## config.mk

```make
export PLATFORM = sky130hd
export DESIGN_NAME = multicycle_ctrl_flat
export DESIGN_NICKNAME = d
export VERILOG_FILES = /design/src/rtl/multicycle_ctrl_pkg.sv /design/src/rtl/multicycle_ctrl_if.sv /design/src/rtl/multicycle_ctrl_decode.sv /design/src/rtl/multicycle_ctrl.sv /design/src/flat_wrapper.sv
export SDC_FILE = /design/constraint.sdc
export NUM_CORES = 1
export LEC_CHECK = 0
export CORE_MARGIN = 2
export CORE_UTILIZATION = 36
export CTS_CLUSTER_SIZE = 40
export DETAILED_ROUTE_END_ITERATION = 10
export GPL_TIMING_DRIVEN = 0
export PLACE_DENSITY = 0.69
export SYNTH_ARGS = -nofsm -noshare
export SYNTH_HDL_FRONTEND = slang
export SYNTH_SLANG_ARGS = --single-unit
```

## constraint.sdc

```tcl
create_clock -name i_clk -period 2.48 [get_ports i_clk]
set_input_delay 0.248 -clock i_clk [delete_from_list [all_inputs] [get_ports i_clk]]
set_output_delay 0.248 -clock i_clk [all_outputs]
set_load 0.02 [all_outputs]
```

## src/rtl/multicycle_ctrl_pkg.sv

```systemverilog
// Shared definitions for the RV32I multi-cycle controller: opcodes, FSM state
// encodings, immediate / PC / write-back select codes and instruction classes.
// Optional build macro: ILLEGAL_TRAP_EN adds the TRAP state.
package multicycle_ctrl_pkg;

    // Major opcodes, instr[6:0]
    localparam logic [6:0] OPC_LOAD   = 7'b0000011;
    localparam logic [6:0] OPC_STORE  = 7'b0100011;
    localparam logic [6:0] OPC_BRANCH = 7'b1100011;
    localparam logic [6:0] OPC_JAL    = 7'b1101111;
    localparam logic [6:0] OPC_JALR   = 7'b1100111;
    localparam logic [6:0] OPC_OP     = 7'b0110011;
    localparam logic [6:0] OPC_OP_IMM = 7'b0010011;
    localparam logic [6:0] OPC_LUI    = 7'b0110111;
    localparam logic [6:0] OPC_AUIPC  = 7'b0010111;
    localparam logic [6:0] OPC_SYSTEM = 7'b1110011;

    // Immediate generator output select
    localparam logic [2:0] IMM_I = 3'd0;
    localparam logic [2:0] IMM_S = 3'd1;
    localparam logic [2:0] IMM_B = 3'd2;
    localparam logic [2:0] IMM_J = 3'd3;
    localparam logic [2:0] IMM_U = 3'd4;

    // Next-PC select
    localparam logic [1:0] PCSEL_PC4 = 2'd0;
    localparam logic [1:0] PCSEL_IMM = 2'd1;
    localparam logic [1:0] PCSEL_ALU = 2'd2;

    // Register-file write-back select
    localparam logic [1:0] WB_ALU  = 2'd0;
    localparam logic [1:0] WB_LOAD = 2'd1;
    localparam logic [1:0] WB_PC4  = 2'd2;
    localparam logic [1:0] WB_IMM  = 2'd3;

    typedef enum logic [2:0] {
        StFetch  = 3'd0,
        StDecode = 3'd1,
        StExec   = 3'd2,
        StMem    = 3'd3,
        StWb     = 3'd4,
`ifdef ILLEGAL_TRAP_EN
        StHalt   = 3'd5,
        StTrap   = 3'd6
`else
        StHalt   = 3'd5
`endif
    } state_e;

    // Coarse instruction class used by the sequencer
    typedef enum logic [3:0] {
        ClsAlu,
        ClsBranch,
        ClsLoad,
        ClsStore,
        ClsJal,
        ClsJalr,
        ClsLui,
        ClsSystem,
        ClsIllegal
    } ins_class_e;

endpackage

```

## src/rtl/multicycle_ctrl_if.sv

```systemverilog
// Control/handshake bundle between the multi-cycle controller (master) and the
// shared datapath plus memory ports (slave).
interface multicycle_ctrl_if;
    logic [31:0] instr;
    logic        br_taken;
    logic        imem_req;
    logic        imem_ack;
    logic        dmem_req;
    logic        dmem_we;
    logic        dmem_ack;
    logic        ir_we;
    logic        pc_we;
    logic [1:0]  pc_sel;
    logic [2:0]  imm_sel;
    logic        alu_a_pc;
    logic        alu_b_imm;
    logic        rf_we;
    logic [1:0]  wb_sel;

    modport master (
        input  instr, br_taken, imem_ack, dmem_ack,
        output imem_req, dmem_req, dmem_we, ir_we, pc_we, pc_sel, imm_sel,
               alu_a_pc, alu_b_imm, rf_we, wb_sel
    );

    modport slave (
        output instr, br_taken, imem_ack, dmem_ack,
        input  imem_req, dmem_req, dmem_we, ir_we, pc_we, pc_sel, imm_sel,
               alu_a_pc, alu_b_imm, rf_we, wb_sel
    );
endinterface

```

## src/rtl/multicycle_ctrl_decode.sv

```systemverilog
// Combinational opcode decoder: immediate select, ALU operand muxes,
// write-back select and instruction class for the sequencer.
module multicycle_ctrl_decode
    import multicycle_ctrl_pkg::*;
(
    input  logic [6:0]  i_opcode,
    input  logic [2:0]  i_funct3,
    output logic [2:0]  o_imm_sel,
    output logic        o_alu_a_pc,
    output logic        o_alu_b_imm,
    output logic [1:0]  o_wb_sel,
    output ins_class_e  o_cls
);

    // Opcode to datapath steering; anything unrecognised is ClsIllegal
    always_comb begin
        o_imm_sel   = IMM_I;
        o_alu_a_pc  = 1'b0;
        o_alu_b_imm = 1'b0;
        o_wb_sel    = WB_ALU;
        o_cls       = ClsIllegal;
        case (i_opcode)
            OPC_LOAD: begin
                o_alu_b_imm = 1'b1;
                o_wb_sel    = WB_LOAD;
                o_cls       = ClsLoad;
            end
            OPC_STORE: begin
                o_imm_sel   = IMM_S;
                o_alu_b_imm = 1'b1;
                o_cls       = ClsStore;
            end
            OPC_BRANCH: begin
                o_imm_sel  = IMM_B;
                o_alu_a_pc = 1'b1;
                o_cls      = ClsBranch;
            end
            OPC_JAL: begin
                o_imm_sel  = IMM_J;
                o_alu_a_pc = 1'b1;
                o_wb_sel   = WB_PC4;
                o_cls      = ClsJal;
            end
            OPC_JALR: begin
                o_alu_b_imm = 1'b1;
                o_wb_sel    = WB_PC4;
                o_cls       = ClsJalr;
            end
            OPC_OP:     o_cls = ClsAlu;
            OPC_OP_IMM: begin
                o_alu_b_imm = 1'b1;
                o_cls       = ClsAlu;
            end
            OPC_LUI: begin
                o_imm_sel = IMM_U;
                o_wb_sel  = WB_IMM;
                o_cls     = ClsLui;
            end
            OPC_AUIPC: begin
                o_imm_sel  = IMM_U;
                o_alu_a_pc = 1'b1;
                o_cls      = ClsAlu;
            end
            // Only ECALL/EBREAK (funct3=0) are recognised; CSR forms are not RV32I
            OPC_SYSTEM: if (i_funct3 == 3'b000) o_cls = ClsSystem;
            default: ;
        endcase
    end

endmodule

```

## src/rtl/multicycle_ctrl.sv

```systemverilog
// RV32I multi-cycle sequencer: FETCH/DECODE/EXEC/MEM/WB with memory wait
// timeout and a retired-instruction counter.
// Optional build macro: ILLEGAL_TRAP_EN traps unknown opcodes into TRAP and adds
// the sticky o_illegal flag; without it unknown opcodes retire as NOPs.
module multicycle_ctrl
    import multicycle_ctrl_pkg::*;
#(
    parameter int unsigned CNT_W    = 32,
    parameter int unsigned WAIT_MAX = 15
) (
    input  logic               i_clk,
    input  logic               i_rst_n,
    multicycle_ctrl_if.master  bus,
    output logic               o_timeout,
`ifdef ILLEGAL_TRAP_EN
    output logic               o_illegal,
`endif
    output logic [CNT_W-1:0]   o_instret,
    output logic [2:0]         o_state
);

    localparam int unsigned WaitW = (WAIT_MAX > 1) ? $clog2(WAIT_MAX) : 1;

    state_e             r_state, w_state_d;
    logic [WaitW-1:0]   r_wait_cnt, w_wait_cnt_d;
    logic [CNT_W-1:0]   r_instret;
    logic               r_timeout;
    logic               w_retire, w_timeout_set, w_wait_last;
    logic [2:0]         w_imm_sel;
    logic               w_alu_a_pc, w_alu_b_imm;
    logic [1:0]         w_wb_sel;
    ins_class_e         w_cls;
`ifdef ILLEGAL_TRAP_EN
    logic               r_illegal;
    logic               w_illegal_set;
`endif

    multicycle_ctrl_decode u_decode (
        .i_opcode    (bus.instr[6:0]),
        .i_funct3    (bus.instr[14:12]),
        .o_imm_sel   (w_imm_sel),
        .o_alu_a_pc  (w_alu_a_pc),
        .o_alu_b_imm (w_alu_b_imm),
        .o_wb_sel    (w_wb_sel),
        .o_cls       (w_cls)
    );

    // Last permitted wait cycle in FETCH/MEM; an ack here still wins
    assign w_wait_last = (r_wait_cnt == WaitW'(WAIT_MAX - 1));

    // State register with synchronous reset
    always_ff @(posedge i_clk) begin
        if (!i_rst_n) r_state <= StFetch;
        else          r_state <= w_state_d;
    end

    // Next-state logic plus retire/timeout/illegal events
    always_comb begin
        w_state_d     = r_state;
        w_retire      = 1'b0;
        w_timeout_set = 1'b0;
`ifdef ILLEGAL_TRAP_EN
        w_illegal_set = 1'b0;
`endif
        case (r_state)
            StFetch: begin
                if (bus.imem_ack) begin
                    w_state_d = StDecode;
                end else if (w_wait_last) begin
                    w_state_d     = StHalt;
                    w_timeout_set = 1'b1;
                end
            end
            StDecode: begin
                if (w_cls == ClsSystem) begin
                    w_state_d = StHalt;
                    w_retire  = 1'b1;
`ifdef ILLEGAL_TRAP_EN
                end else if (w_cls == ClsIllegal) begin
                    w_state_d     = StTrap;
                    w_illegal_set = 1'b1;
`endif
                end else begin
                    w_state_d = StExec;
                end
            end
            StExec: begin
                if (w_cls == ClsBranch) begin
                    w_state_d = StFetch;
                    w_retire  = 1'b1;
                end else if (w_cls == ClsLoad || w_cls == ClsStore) begin
                    w_state_d = StMem;
                end else begin
                    w_state_d = StWb;
                end
            end
            StMem: begin
                if (bus.dmem_ack) begin
                    if (w_cls == ClsStore) begin
                        w_state_d = StFetch;
                        w_retire  = 1'b1;
                    end else begin
                        w_state_d = StWb;
                    end
                end else if (w_wait_last) begin
                    w_state_d     = StHalt;
                    w_timeout_set = 1'b1;
                end
            end
            StWb: begin
                w_state_d = StFetch;
                w_retire  = 1'b1;
            end
            default: w_state_d = r_state;
        endcase
    end

    // Wait counter restarts whenever a waiting state is entered or left
    always_comb begin
        w_wait_cnt_d = '0;
        if ((r_state == StFetch || r_state == StMem) && w_state_d == r_state) begin
            w_wait_cnt_d = r_wait_cnt + WaitW'(1);
        end
    end

    // Counters and sticky status flags
    always_ff @(posedge i_clk) begin
        if (!i_rst_n) begin
            r_wait_cnt <= '0;
            r_instret  <= '0;
            r_timeout  <= 1'b0;
        end else begin
            r_wait_cnt <= w_wait_cnt_d;
            if (w_retire)      r_instret <= r_instret + CNT_W'(1);
            if (w_timeout_set) r_timeout <= 1'b1;
        end
    end

`ifdef ILLEGAL_TRAP_EN
    // Sticky illegal-instruction flag
    always_ff @(posedge i_clk) begin
        if (!i_rst_n)          r_illegal <= 1'b0;
        else if (w_illegal_set) r_illegal <= 1'b1;
    end

    assign o_illegal = r_illegal;
`endif

    // Moore/decode outputs; everything held low while reset is asserted
    always_comb begin
        bus.imem_req  = 1'b0;
        bus.ir_we     = 1'b0;
        bus.dmem_req  = 1'b0;
        bus.dmem_we   = 1'b0;
        bus.pc_we     = 1'b0;
        bus.pc_sel    = PCSEL_PC4;
        bus.imm_sel   = IMM_I;
        bus.alu_a_pc  = 1'b0;
        bus.alu_b_imm = 1'b0;
        bus.rf_we     = 1'b0;
        bus.wb_sel    = WB_ALU;
        if (i_rst_n) begin
            case (r_state)
                StFetch: begin
                    bus.imem_req = 1'b1;
                    bus.ir_we    = bus.imem_ack;
                end
                StDecode: bus.imm_sel = w_imm_sel;
                StExec: begin
                    bus.imm_sel   = w_imm_sel;
                    bus.alu_a_pc  = w_alu_a_pc;
                    bus.alu_b_imm = w_alu_b_imm;
                    if (w_cls == ClsBranch) begin
                        bus.pc_we  = 1'b1;
                        bus.pc_sel = bus.br_taken ? PCSEL_IMM : PCSEL_PC4;
                    end
                end
                StMem: begin
                    bus.imm_sel  = w_imm_sel;
                    bus.dmem_req = 1'b1;
                    bus.dmem_we  = (w_cls == ClsStore);
                    bus.pc_we    = bus.dmem_ack && (w_cls == ClsStore);
                end
                StWb: begin
                    bus.imm_sel = w_imm_sel;
                    bus.wb_sel  = w_wb_sel;
                    // Unknown opcodes reach here as NOPs and must not write
                    bus.rf_we   = (bus.instr[11:7] != 5'd0) && (w_cls != ClsIllegal);
                    bus.pc_we   = 1'b1;
                    if (w_cls == ClsJal)       bus.pc_sel = PCSEL_IMM;
                    else if (w_cls == ClsJalr) bus.pc_sel = PCSEL_ALU;
                end
                default: ;
            endcase
        end
    end

    assign o_timeout = r_timeout;
    assign o_instret = r_instret;
    assign o_state   = r_state;

endmodule

```

## src/flat_wrapper.sv

```systemverilog
// flat-port wrapper written by rule: the top's interface ports become plain ports
module multicycle_ctrl_flat import multicycle_ctrl_pkg::*;
#(
    parameter int unsigned CNT_W    = 32,
    parameter int unsigned WAIT_MAX = 15
)
  (i_clk, i_rst_n, o_timeout, o_instret, o_state, bus_instr, bus_br_taken, bus_imem_ack, bus_dmem_ack, bus_imem_req, bus_dmem_req, bus_dmem_we, bus_ir_we, bus_pc_we, bus_pc_sel, bus_imm_sel, bus_alu_a_pc, bus_alu_b_imm, bus_rf_we, bus_wb_sel);
  multicycle_ctrl_if bus_i ();
  input  logic i_clk;
  input  logic i_rst_n;
  output logic o_timeout;
  output logic [CNT_W-1:0] o_instret;
  output logic [2:0] o_state;
  input wire logic [$bits(bus_i.instr)-1:0] bus_instr;
  input wire logic [$bits(bus_i.br_taken)-1:0] bus_br_taken;
  input wire logic [$bits(bus_i.imem_ack)-1:0] bus_imem_ack;
  input wire logic [$bits(bus_i.dmem_ack)-1:0] bus_dmem_ack;
  output wire logic [$bits(bus_i.imem_req)-1:0] bus_imem_req;
  output wire logic [$bits(bus_i.dmem_req)-1:0] bus_dmem_req;
  output wire logic [$bits(bus_i.dmem_we)-1:0] bus_dmem_we;
  output wire logic [$bits(bus_i.ir_we)-1:0] bus_ir_we;
  output wire logic [$bits(bus_i.pc_we)-1:0] bus_pc_we;
  output wire logic [$bits(bus_i.pc_sel)-1:0] bus_pc_sel;
  output wire logic [$bits(bus_i.imm_sel)-1:0] bus_imm_sel;
  output wire logic [$bits(bus_i.alu_a_pc)-1:0] bus_alu_a_pc;
  output wire logic [$bits(bus_i.alu_b_imm)-1:0] bus_alu_b_imm;
  output wire logic [$bits(bus_i.rf_we)-1:0] bus_rf_we;
  output wire logic [$bits(bus_i.wb_sel)-1:0] bus_wb_sel;
  assign bus_i.instr = bus_instr;
  assign bus_i.br_taken = bus_br_taken;
  assign bus_i.imem_ack = bus_imem_ack;
  assign bus_i.dmem_ack = bus_dmem_ack;
  assign bus_imem_req = bus_i.imem_req;
  assign bus_dmem_req = bus_i.dmem_req;
  assign bus_dmem_we = bus_i.dmem_we;
  assign bus_ir_we = bus_i.ir_we;
  assign bus_pc_we = bus_i.pc_we;
  assign bus_pc_sel = bus_i.pc_sel;
  assign bus_imm_sel = bus_i.imm_sel;
  assign bus_alu_a_pc = bus_i.alu_a_pc;
  assign bus_alu_b_imm = bus_i.alu_b_imm;
  assign bus_rf_we = bus_i.rf_we;
  assign bus_wb_sel = bus_i.wb_sel;
  multicycle_ctrl #(.CNT_W(CNT_W), .WAIT_MAX(WAIT_MAX)) u_core (.i_clk(i_clk), .i_rst_n(i_rst_n), .bus(bus_i), .o_timeout(o_timeout), .o_instret(o_instret), .o_state(o_state));
endmodule
```

# Yosys cells after proc, flatten, opt, wreduce, memory -nomap -nowiden
# Cells that the tools add are included.
# word_totals
reg_bits	40
# classes
n_addsub	2
eq_ne	23
muxes	49
reduce_logical	15
# op_table
operator	count
adder 32 x 1 -> 32 bit (second input constant)	1
case mux 4 bit (8 select lines)	1
equality test 7 bit (second input constant)	4
two-way mux 3 bit	9
two-way mux 1 bit	25
equality test 7 x 6 -> 1 bit (second input constant)	3
case mux 3 bit (5 select lines)	1
equality test 7 x 5 -> 1 bit (second input constant)	2
equality test 4 x 3 -> 1 bit (second input constant)	3
two-way mux 2 bit	6
case mux 3 bit (4 select lines)	1
equality test 4 x 2 -> 1 bit (second input constant)	2
OR reduction 4 bit	2
equality test 7 x 2 -> 1 bit (second input constant)	1
equality test 3 x 2 -> 1 bit (second input constant)	2
logical NOT 3 bit	2
case mux 2 bit (3 select lines)	1
OR reduction 3 bit	2
nonzero test 5 bit	1
adder 4 x 1 -> 4 bit (second input constant)	1
equality test 4 x 1 -> 1 bit (second input constant)	1
equality test 4 bit (second input constant)	1
two-way mux 4 bit	1
inequality test 4 bit (second input constant)	1
11 further kinds	15

# Depth between registers and ports, before layout
# logic_depth
depth_word	11
mapped_depth	8
ltp_nobuf	7

# Modules after synthesis
# From an unflattened synthesis, not the netlist that was laid out.
# unflattened
cells_unflattened	316
area_unflattened_um2	2549.9
# modules_own_cells
mod	instances	cells_each	area_per_inst_um2	seq_area_each_um2
multicycle_ctrl	1	270	2248.4	800.8
multicycle_ctrl_decode	1	46	301.5	0.0

# Worst setup path before layout
# No wires, ideal clock.
# synth_path
kind	register -> output
startpoint	reg u_core.r_state[2] (netlist: u_core.o_state[2])
endpoint	out bus_rf_we
t_arrival_ns	2.144
slack_ns	0.088
stages_incl_launch_ff	5
path_buffers	1
path_cell_list	dfxtp_1 buf_6 nor3b_1 nand2_1 a2111oi_0
# synth_between
elab_chain_cells	3
# synth_rtl
element	line_no	rtl
from (decl)	multicycle_ctrl.sv:24	state_e r_state, w_state_d;
from (signal assigned)	multicycle_ctrl.sv:53	if (!i_rst_n) r_state <= StFetch;
from (signal assigned)	multicycle_ctrl.sv:54	else r_state <= w_state_d;
equality test 3 bit	multicycle_ctrl.sv:163	case (r_state)
two-way mux 1 bit	multicycle_ctrl.sv:163	
two-way mux 1 bit	multicycle_ctrl.sv:162	if (i_rst_n) begin
to (decl)	flat_wrapper.sv:27	output wire logic [$bits(bus_i.rf_we)-1:0] bus_rf_we;
# No other way between the ends.

# Worst setup path in the final report
# layout_path
startpoint	reg u_core.r_state[1] (netlist: u_core.o_state[1])
endpoint	out bus_pc_we
# layout_between
elab_chain_cells	3
elab_cells_between_ends	5
# layout_rtl
element	line_no	rtl
equality test 3 bit or equality test 3 x 2 -> 1 bit (tied branches)	multicycle_ctrl.sv:163	
case mux 1 bit (3 select lines) (*)	multicycle_ctrl.sv:163	
two-way mux 1 bit (*)	multicycle_ctrl.sv:162	
to (decl)	flat_wrapper.sv:22	output wire logic [$bits(bus_i.pc_we)-1:0] bus_pc_we;
# Every way passes the cells marked *; elsewhere a longest branch is shown, timed or not.

==> run_results.csv <==
group,metric,value,unit
worst_setup_path,ff2ff_path_depth,6,
timing,setup_violations,0,
layout,multi_input_area,1590,um^2
layout,drive_gt1_share,10.4,%
clock_network,insertion_delay,0.30,ns
route,vias_per_cell,5.51,
layout,stdcell_area,3480,um^2
timing,finalCriticalPeriod,2.38,ns
place,dp.cells,482,
timing,final.setup.tns,0,ns
timing,finalHoldViolations,0,
route,firstDrtPassIters,4,
place,dpl.hpwl,5.21,mm
worst_setup_path,critPathArrivalTime,2.13,ns
worst_setup_path,path_max_fanout,10,
layout,num-nets-final,433,
place,place_ws,-0.515,ns
timing,worst_pin_slew,0.884,ns
power_and_ir_drop,power_density,386,nW/um^2
run,drv_cap,0,
die,fp-row-count,30,
power_and_ir_drop,peakVddDrop,202,uV
layout,fin_util,51.3,%
global_routing,first_global_vias,2461,
clock_network,h-tree-depth,2,
logic_synthesis,synth.cell_area,2530,um^2
clock_network,clk_pin_slew,0.08,ns
worst_setup_path,cp-startpoint,"u_core.o_state[1]",
power_and_ir_drop,finalPower,1.34,mW
logic_synthesis,synth_edf_count,0,
route,ant_nets,0,
timing,maxSlewHeadroom,40.8,%
timing,whs,0.356,ns
logic_synthesis,synth_area_leader_cell,"dfxtp_1",
worst_setup_path,path_class,"register to output pin",
place,port_buffers,68,
layout,seqCellArea,801,um^2
timing,max_freq,421,MHz
place,gp_congestion,0.836,
logic_synthesis,seq_area_frac_synth,31.7,%
clock_network,clock-sinks,40,
clock_network,cts_buffers,5,
layout,area_growth,37.8,%
logic_synthesis,synth.distinct_cells,56,
logic_synthesis,synth_ff_type,"dfxtp_1",
worst_setup_path,ff2ff_setup_slack,0.19,ns
global_routing,grt_overflow,0,
route,wl,6.94,mm
global_routing,grt_pass1_wl,11.4,mm
global_routing,antenna_found_initial,0,
timing,fin_crit_sh,95.9,%
timing,finClkSkew,0.0107,ns
layout,fillers,691,
die,die_w,87.8,um
die,fp.dieH,87.8,um
min_path,hold_class,"input pin to register",
place,dpl_cell_area,3330,um^2
clock_network,cts_root_buf,"clkbuf_8",
logic_synthesis,synthCells,318,
global_routing,grt_usage,18.1,%
die,core-area,6790,um^2
route,drt_iter0_markers,135,
logic_synthesis,synth.ff_latch_count,40,
worst_setup_path,critPathLaunchType,"register",
global_routing,met1_usage,23.4,%
min_path,min_path_cells,2,
logic_synthesis,ys_top_cells_by_area,"dfxtp_1, a21oi_1, nor2_1",
logic_synthesis,synth_nets,358,
route,via_count,2699,
clock_network,cts_hold_buf,0,
global_routing,grt_max_degree,14,
die,start_util,37.2,%
logic_synthesis,yosys_warnings,0,
worst_setup_path,end_kind,"output pin",
clock_network,cts_buffer_depth,2,
clock_network,cts_tree,"yes",
layout,diodes,0,
logic_synthesis,async_reset_ff_share,0,%
die,ios,88,
power_and_ir_drop,p_leak,1.27,nW
global_routing,met3_usage,3.02,%
status,outcome,"completed",
logic_synthesis,synth_top_area_share,31.7,%
min_path,hp-start,"i_rst_n",
route,wl_per_cell,14.2,um
logic_synthesis,avgSynthCellArea,7.94,um^2
worst_setup_path,reg2reg_from,"u_core.o_state[0]",
die,dieArea,7700,um^2
route,drc,0,
global_routing,grt-busiest-layer,"met2",
layout,final_cells,490,
timing,maxSlewViolCount,0,
timing,postLayoutSetupSlackWorst,0.102,ns
global_routing,grt.met2_usage,31.0,%
worst_setup_path,cp.required,2.23,ns
[critical path: stages, from the launching register on]
cell	delay, ns
dfxtp_1	0.40
buf_4	0.20
nand4b_1	0.19
or4_4	0.46
buf_6	0.15
o21ai_0	0.07
a21oi_1	0.10
nor2_1	0.11
buf_4	0.15
[timing repair]
item | CTS | global route
gates resized for setup | 17 | 18
setup endpoints to repair | 11 | 13
buffers inserted | 0 | 1
hold endpoints to repair | 0 | 0
pin swaps | 1 | 1
[routing by layer]
metal / part of all wire (%) / wire length, um / vias up
met1: 46 / 3200 / 1264
met2: 48 / 3340 / 77
met3: 3.9 / 271 / 12
met5: 0 / 0 / -
met4: 1.7 / 121 / 0
li1: - / - / 1346
[placed cells by master (no fill, tap or decap), types with 7 or more instances in the layout]
master / netlist / final
clkdlybuf4s50_1: 0 / 50
dfxtp_1: 40 / 40
nor2_1: 36 / 35
a21oi_1: 31 / 31
nand2_1: 20 / 20
o21ai_0: 19 / 18
or3_1: 13 / 13
nand4_1: 13 / 13
nand3_1: 12 / 12
inv_1: 11 / 11
nor3_1: 10 / 10
dlymetal6s2s_1: 0 / 9
xnor2_1: 8 / 8
dlygate4sd2_1: 0 / 7
[final cells by class]
class	count	share of cell area, %
flip-flops and latches	40	23.0
clock inverters	2	1.11
repair buffers	69	19.9
inverters	11	1.19
plain buffers	17	3.20
clock buffers	6	2.37
multi-input cells	249	45.7
well taps	96	3.45
[path summary, 6_finish.rpt]
| kind | endpoint |
|---|---|
| worst max-delay path | bus_pc_we |
| worst min-delay path | u_core.o_instret[16] |
| worst max register to register | u_core.o_instret[23] |
| worst min register to register | u_core.r_wait_cnt[0] |
[sequential cells by signal, indices dropped and copies added (netlist names)]
signal,count
u_core.o_instret,32
u_core.r_wait_cnt,4
u_core.o_state,3
u_core.o_timeout,1
[synth_stat cells (2+ instances only)]
library cell and instances:
a211oi_1 2, a21oi_1 31, a311oi_1 4, a31o_2 5, a31oi_1 5, and2_1 2, and3_1 6, and4_1 3
buf_2 3, buf_4 2, buf_6 4, clkbuf_1 8, dfxtp_1 40, ha_1 3, inv_1 11, nand2_1 20
nand2b_1 4, nand3_1 12, nand4_1 13, nand4b_1 2, nor2_1 36, nor3_1 10, nor3b_1 4, nor4_1 4
o21ai_0 19, o311a_1 2, o31a_1 2, o31ai_1 7, or3_1 13, or4_1 6, xnor2_1 8, xor2_1 3
[logic make-up after synthesis]
group,after synthesis,share of synthesized area [%]
compound gates,87,22.9
flops,40,31.7
xor+xnor,11,3.81
buf+inv,29,5.99
fa+ha+maj,3,1.49
mux,2,0.842
simple gates,146,33.2
[where the power goes]
group	leakage, nW	internal, mW	switching, mW
Combinational	0.882	0.0574	0.0702
Sequential	0.323	0.645	0.00338
Clock	0.0614	0.329	0.238
No activity file was read; power rests on OpenSTA's default activity.
